## config.mk

```make
export PLATFORM = sky130hd
export DESIGN_NAME = pwm_peripheral
export DESIGN_NICKNAME = d
export VERILOG_FILES = /design/src/rtl/pwm_peripheral.sv
export SDC_FILE = /design/constraint.sdc
export NUM_CORES = 1
export LEC_CHECK = 0
export CAP_MARGIN = 10
export CORE_UTILIZATION = 49
export CTS_CLUSTER_DIAMETER = 200
export CTS_CLUSTER_SIZE = 40
export DETAILED_ROUTE_END_ITERATION = 10
export PLACE_DENSITY = 0.79
export SLEW_MARGIN = 10
export SYNTH_ARGS = -nofsm -noshare
export SYNTH_HDL_FRONTEND = slang
export SYNTH_SLANG_ARGS = --single-unit
```

## constraint.sdc

```tcl
create_clock -name clk -period 3 [get_ports clk]
set_clock_uncertainty 0.2 [all_clocks]
set_input_delay 0.6 -clock clk [delete_from_list [all_inputs] [get_ports clk]]
set_output_delay 0.6 -clock clk [all_outputs]
set_load 0.01 [all_outputs]
```

## src/rtl/pwm_peripheral.sv

```systemverilog
// 16-channel PWM peripheral: shared prescaler and 256-step counter, per-channel
// enable / PWM-mode select, duty latched once per period, registered outputs.
module pwm_peripheral #(
  parameter int unsigned CLK_DIV = 13
) (
  input  logic        clk,
  input  logic        rst,
  input  logic [7:0]  en_reg_out_7_0,
  input  logic [7:0]  en_reg_out_15_8,
  input  logic [7:0]  en_reg_pwm_7_0,
  input  logic [7:0]  en_reg_pwm_15_8,
  input  logic [7:0]  pwm_duty_cycle,
  output logic [15:0] out,
  output logic        period_start
);

  localparam logic [15:0] PRESCALE_MAX = 16'(CLK_DIV - 1);

  logic [15:0] prescale_reg;
  logic [7:0]  step_reg;
  logic [7:0]  duty_shadow_reg;
  logic        started_reg;
  logic [15:0] out_reg;
  logic        period_start_reg;

  logic        step_tick;
  logic        period_wrap;
  logic        pwm_level;
  logic [15:0] en_out;
  logic [15:0] en_pwm;
  logic [15:0] out_next;

  assign en_out = {en_reg_out_15_8, en_reg_out_7_0};
  assign en_pwm = {en_reg_pwm_15_8, en_reg_pwm_7_0};

  assign step_tick   = started_reg && (prescale_reg == PRESCALE_MAX);
  assign period_wrap = step_tick && (step_reg == 8'hFF);

  // 0xFF is forced to constant high so full duty has no low step at 255.
  assign pwm_level = (duty_shadow_reg == 8'hFF) || (step_reg < duty_shadow_reg);

  generate
    for (genvar gi = 0; gi < 16; gi++) begin : g_chan
      assign out_next[gi] = en_out[gi] & (en_pwm[gi] ? pwm_level : 1'b1);
    end
  endgenerate

  always_ff @(posedge clk) begin
    if (rst) begin
      prescale_reg     <= '0;
      step_reg         <= '0;
      duty_shadow_reg  <= '0;
      started_reg      <= 1'b0;
      out_reg          <= '0;
      period_start_reg <= 1'b0;
    end else begin
      // The first edge out of reset only latches the duty; counting begins on
      // the next edge so the opening period is full length with the new duty.
      if (!started_reg) begin
        started_reg     <= 1'b1;
        duty_shadow_reg <= pwm_duty_cycle;
      end else begin
        prescale_reg <= step_tick ? 16'd0 : prescale_reg + 16'd1;
        if (step_tick) begin
          step_reg <= step_reg + 8'd1;
        end
        if (period_wrap) begin
          duty_shadow_reg <= pwm_duty_cycle;
        end
      end
      out_reg          <= out_next;
      period_start_reg <= started_reg && (prescale_reg == 16'd0) && (step_reg == 8'd0);
    end
  end

  assign out          = out_reg;
  assign period_start = period_start_reg;

endmodule

```

; ---- Word level (Yosys, flattened, before mapping)
; Cells that the tools add are included.
[classes]
n_addsub = 2
magnitude_cmp = 1
eq_ne = 4
mux = 20
bitwise = 16
n_reduce_logical = 8
[op_table]
columns = cell, n
row1 = $mux W1, 17
row2 = $add A16 B1 Y16 const B, 1
row3 = $and A1 B1 Y1, 16
row4 = $eq A16 B4 Y1 const B, 1
row5 = $eq A8 B8 Y1 const B, 2
row6 = $logic_not A16 Y1, 1
row7 = $mux W16, 1
row8 = $mux W8, 2
row9 = $add A8 B1 Y8 const B, 1
row10 = $logic_not A8 Y1, 1
row11 = $lt A8 B8 Y1, 1
row12 = $logic_and A1 B1 Y1, 4
row13 = $ne A2 B1 Y1 const B, 1
row14 = $reduce_and A2 Y1, 1
row15 = $logic_or A1 B1 Y1, 1
[word_totals]
reg_bits = 50

; ---- Longest topological paths before layout
; Gate-level depths: netlist of the first run.
[logic_depth]
depth_word = 5
mapped_depth = 8
depth_no_buf = 6

; ---- Least setup slack after synthesis of the first run
; Ideal clock, no wire load.
[synth_timing]
path_type = reg2reg
startpoint = reg prescale_reg[4]
endpoint = reg step_reg[7]
t_arrival_ps = 2061
required_ps = 2730
path_slack_ps = 668
stages_incl_launch_ff = 6
path_cell_list = dfxtp_1 > buf_6 > or4b_4 > or4_4 > or4_1 > a21oi_1
[synth_between]
elab_chain_cells = 3
[synth_rtl]
columns = element, line
row1 = start: declaration, 19  ; logic [15:0] prescale_reg;
row2 = start signal: assignment, 63  ; prescale_reg <= step_tick ? 16'd0 : prescale_reg + 16'd1;
row3 = $eq A16 B4 Y1, 36  ; assign step_tick = started_reg && (prescale_reg == PRESCALE_MAX);
row4 = $logic_and A1 B1 Y1, 36
row5 = $reduce_and A2 Y1 (no line), -
row6 = end signal: assignment, 65  ; step_reg <= step_reg + 8'd1;
row7 = end: declaration, 20  ; logic [7:0] step_reg;
; No other way between the ends.
; A chain may end at the register's enable or synchronous reset.

; ---- Final worst setup path of the first run
[layout_timing]
startpoint = reg prescale_reg[11]
endpoint = reg step_reg[7]
; Same word-level chain as after synthesis.

==> flow_summary.json, run 1 <==
{
  "via_per_inst": 5.567,
  "place_area_mm2": 0.003080,
  "critPathTopFamily": "simple AND/OR/NAND/NOR gates",
  "cp_cell_sequence": "or4_1 > or4_4 > or4_1 > a21oi_1",
  "slowest_delay_ns": 0.70,
  "hold_violations": 0,
  "insertion_delay_ns": 0.30,
  "grt_setup_unrepaired": "false",
  "synth_ff_type": "dfxtp_1",
  "critPathLaunchType": "register",
  "vias": 2288,
  "tns_ns": 0,
  "worst_ep_arrival_time_ns": 2.63,
  "initial_core_util": 0.5156,
  "wl_per_cell_um": 13.39,
  "fp.dieH_um": 72.96,
  "critical_path_cell_count": 4,
  "final_cell_area_mm2": 0.003167,
  "syn-num-nets": 346,
  "nets": 397,
  "p_leak_nw": 1.209,
  "cts-buffers-inserted": 5,
  "routabilityCongestion": 0.8607,
  "post-route-util": 0.6617,
  "cts_buffer_depth": 2,
  "drc": 0,
  "slew-limit-headroom": 0.5738,
  "die_w_um": 72.96,
  "reg2reg_slack_ns": 0.40,
  "antennaDiodeCount": 0,
  "critPathSlowestCell": "or4_4",
  "rows": 25,
  "yosysUniqueCellTypes": 38,
  "post_cts_buffers": 0,
  "crit_type": "reg -> reg",
  "cts.hold.buffers_added": 0,
  "dr.pass1.iters": 4,
  "setup_viol": 0,
  "grt_pass1_wl_um": 9459,
  "area_growth_pct": 28.35,
  "drive_gt1_frac": 0.05233,
  "yosysWarnings": 0,
  "crit_start": "prescale_reg[11]",
  "htreeDepth": 2,
  "syn_avg_cell_area_um2": 8.421,
  "r2r_end": "step_reg[7]",
  "vdd_drop_max_uv": 294.7,
  "finalCriticalPeriod_ns": 2.602,
  "max-cap-violations": 0,
  "clockRootBuffer": "clkbuf_8",
  "layout_commonest_cell": "clkdlybuf4s50_1",
  "outcome": "complete, no violations",
  "fmax_mhz": 384.3,
  "slew_violations": 0,
  "cts_num_sinks": 50,
  "ys_async_sr_fraction": 0,
  "clk_pin_slew_worst_paths_ns": 0.09,
  "synth-edff-count": 0,
  "cts_tree": "done",
  "power.total_mw": 1.258,
  "place_hpwl_um": 3969,
  "ant_nets": 0,
  "ys_seq_elements": 50,
  "holdWs_ns": 0.3263,
  "tightest_slew_ns": 0.6370,
  "end_kind": "register",
  "ys_seq_area_frac": 0.4057,
  "period_share": 0.8673,
  "crit_top_cell": "or4_1",
  "power_density_mw_per_mm2": 397.4,
  "first_global_vias": 2173,
  "hold-path-cell-count": 2,
  "routed_wl_um": 5503,
  "hold_path.class": "reg -> reg",
  "final_cell_mix": "clkdlybuf4s50_1, dfxtp_1, inv_1",
  "grt_usage": 0.2302,
  "ff2ff_path_depth": 4,
  "overflow": 0,
  "endpoint": "step_reg[7]",
  "antenna_found_initial": 0,
  "core_area_mm2": 0.004786,
  "critPathBufInv": 0,
  "required_ns": 3.03,
  "cts_resized": 0,
  "worstReg2RegStart": "prescale_reg[11]",
  "dr.first_iter.drc_count": 137,
  "ioPinCount": 59,
  "crit_fanout": 22,
  "grt_max_degree": 36,
  "portBuffers": 58,
  "syn_area_mm2": 0.002467,
  "synthCells": 293,
  "die-area_mm2": 0.005323
}
## worst min path at each step
stage | end | start
final | prescale_reg[13] | prescale_reg[13]
after global routing | step_reg[7] | step_reg[7]
after CTS | prescale_reg[13] | prescale_reg[13]
after detailed placement | prescale_reg[13] | prescale_reg[13]
after global placement | prescale_reg[13] | prescale_reg[13]
after floorplan | prescale_reg[13] | prescale_reg[13]
## tightest hold or removal path, cell delays in order (launching register included)
cell	delay, ns
dfxtp_1	0.34
o21ai_0	0.08
a21oi_1	0.06
## power by group
part / internal (mW) / switching [mW]
Clock: 0.157 / 0.209
Sequential: 0.692 / 0.0137
Combinational: 0.110 / 0.0765
Total: 0.959 / 0.299
## logic make-up after synthesis
group	count (synthesis)	share of synthesized area
mux	1	0.004564
compound gates	47	0.1288
flops	50	0.4057
fa+ha+maj	11	0.05578
simple gates	122	0.2794
xor+xnor	13	0.04615
buf+inv	49	0.07962
## metrics by stage
stage	instances	setup slack, ns
after global routing	411	0.3486
after floorplan	293	0.6685
after CTS	410	0.4049
final	411	0.3982
after detailed placement	403	0.4302
after global placement	403	0.4637
## layer usage
| metal | wire length [um] | share of wire | track usage | vias up |
|---|---|---|---|---|
| li1 | - | - | - | 1149 |
| met1 | 2393 | 0.43 | 0.2720 | 1051 |
| met2 | 2513 | 0.46 | 0.3759 | 83 |
| met3 | 544 | 0.099 | 0.09945 | 5 |
| met4 | 51 | 0.0093 | 0.07407 | 0 |
| met5 | 0 | 0 | 0 | - |
## cell usage after synthesis, drive strengths merged, types with 3 or more instances
cell type	number	area share
dfxtp	50	0.41
inv	31	0.047
nand2	20	0.030
a21oi	19	0.039
nand4	19	0.048
nand3	18	0.037
a311oi	16	0.057
nor2	16	0.024
clkbuf	13	0.020
ha	11	0.056
and3	10	0.025
nor3b	8	0.024
or4	7	0.023
xor2	7	0.025
nor4	6	0.015
xnor2	6	0.021
buf	5	0.013
o21ai	4	0.0081
and4	3	0.011
nand2b	3	0.0076
nor3	3	0.0061
o31ai	3	0.0091
or3	3	0.0076
## area by class of cell
class	count	area [um2]
Sequential cell	50	1001
Tap cell	67	83.83
Timing Repair Buffer	62	610.6
Clock buffer	5	68.82
Clock inverter	2	10.01
Fill cell	395	1619
Inverter	31	116.4
Multi-Input combinational cell	194	1276
Note: power is estimated with default switching activity, not from simulation.
==> inputs of run 2 (changes only) <==
--- a/config.mk
+++ b/config.mk
@@ -7,7 +7,7 @@
 export LEC_CHECK = 0
 export CAP_MARGIN = 10
 export CORE_UTILIZATION = 49
-export CTS_CLUSTER_DIAMETER = 200
+export CTS_CLUSTER_DIAMETER = 30
 export CTS_CLUSTER_SIZE = 40
 export DETAILED_ROUTE_END_ITERATION = 10
 export PLACE_DENSITY = 0.79
==> results of run 2 <==
Final layout, timing and power as in run 1 (identical DEF).
==> inputs of run 3 (changes only) <==
--- a/config.mk
+++ b/config.mk
@@ -11,6 +11,7 @@
 export CTS_CLUSTER_SIZE = 40
 export DETAILED_ROUTE_END_ITERATION = 10
 export PLACE_DENSITY = 0.79
+export SKIP_LAST_GASP = 1
 export SLEW_MARGIN = 10
 export SYNTH_ARGS = -nofsm -noshare
 export SYNTH_HDL_FRONTEND = slang
==> results of run 3 <==
Final layout, timing and power as in run 1 (identical DEF).
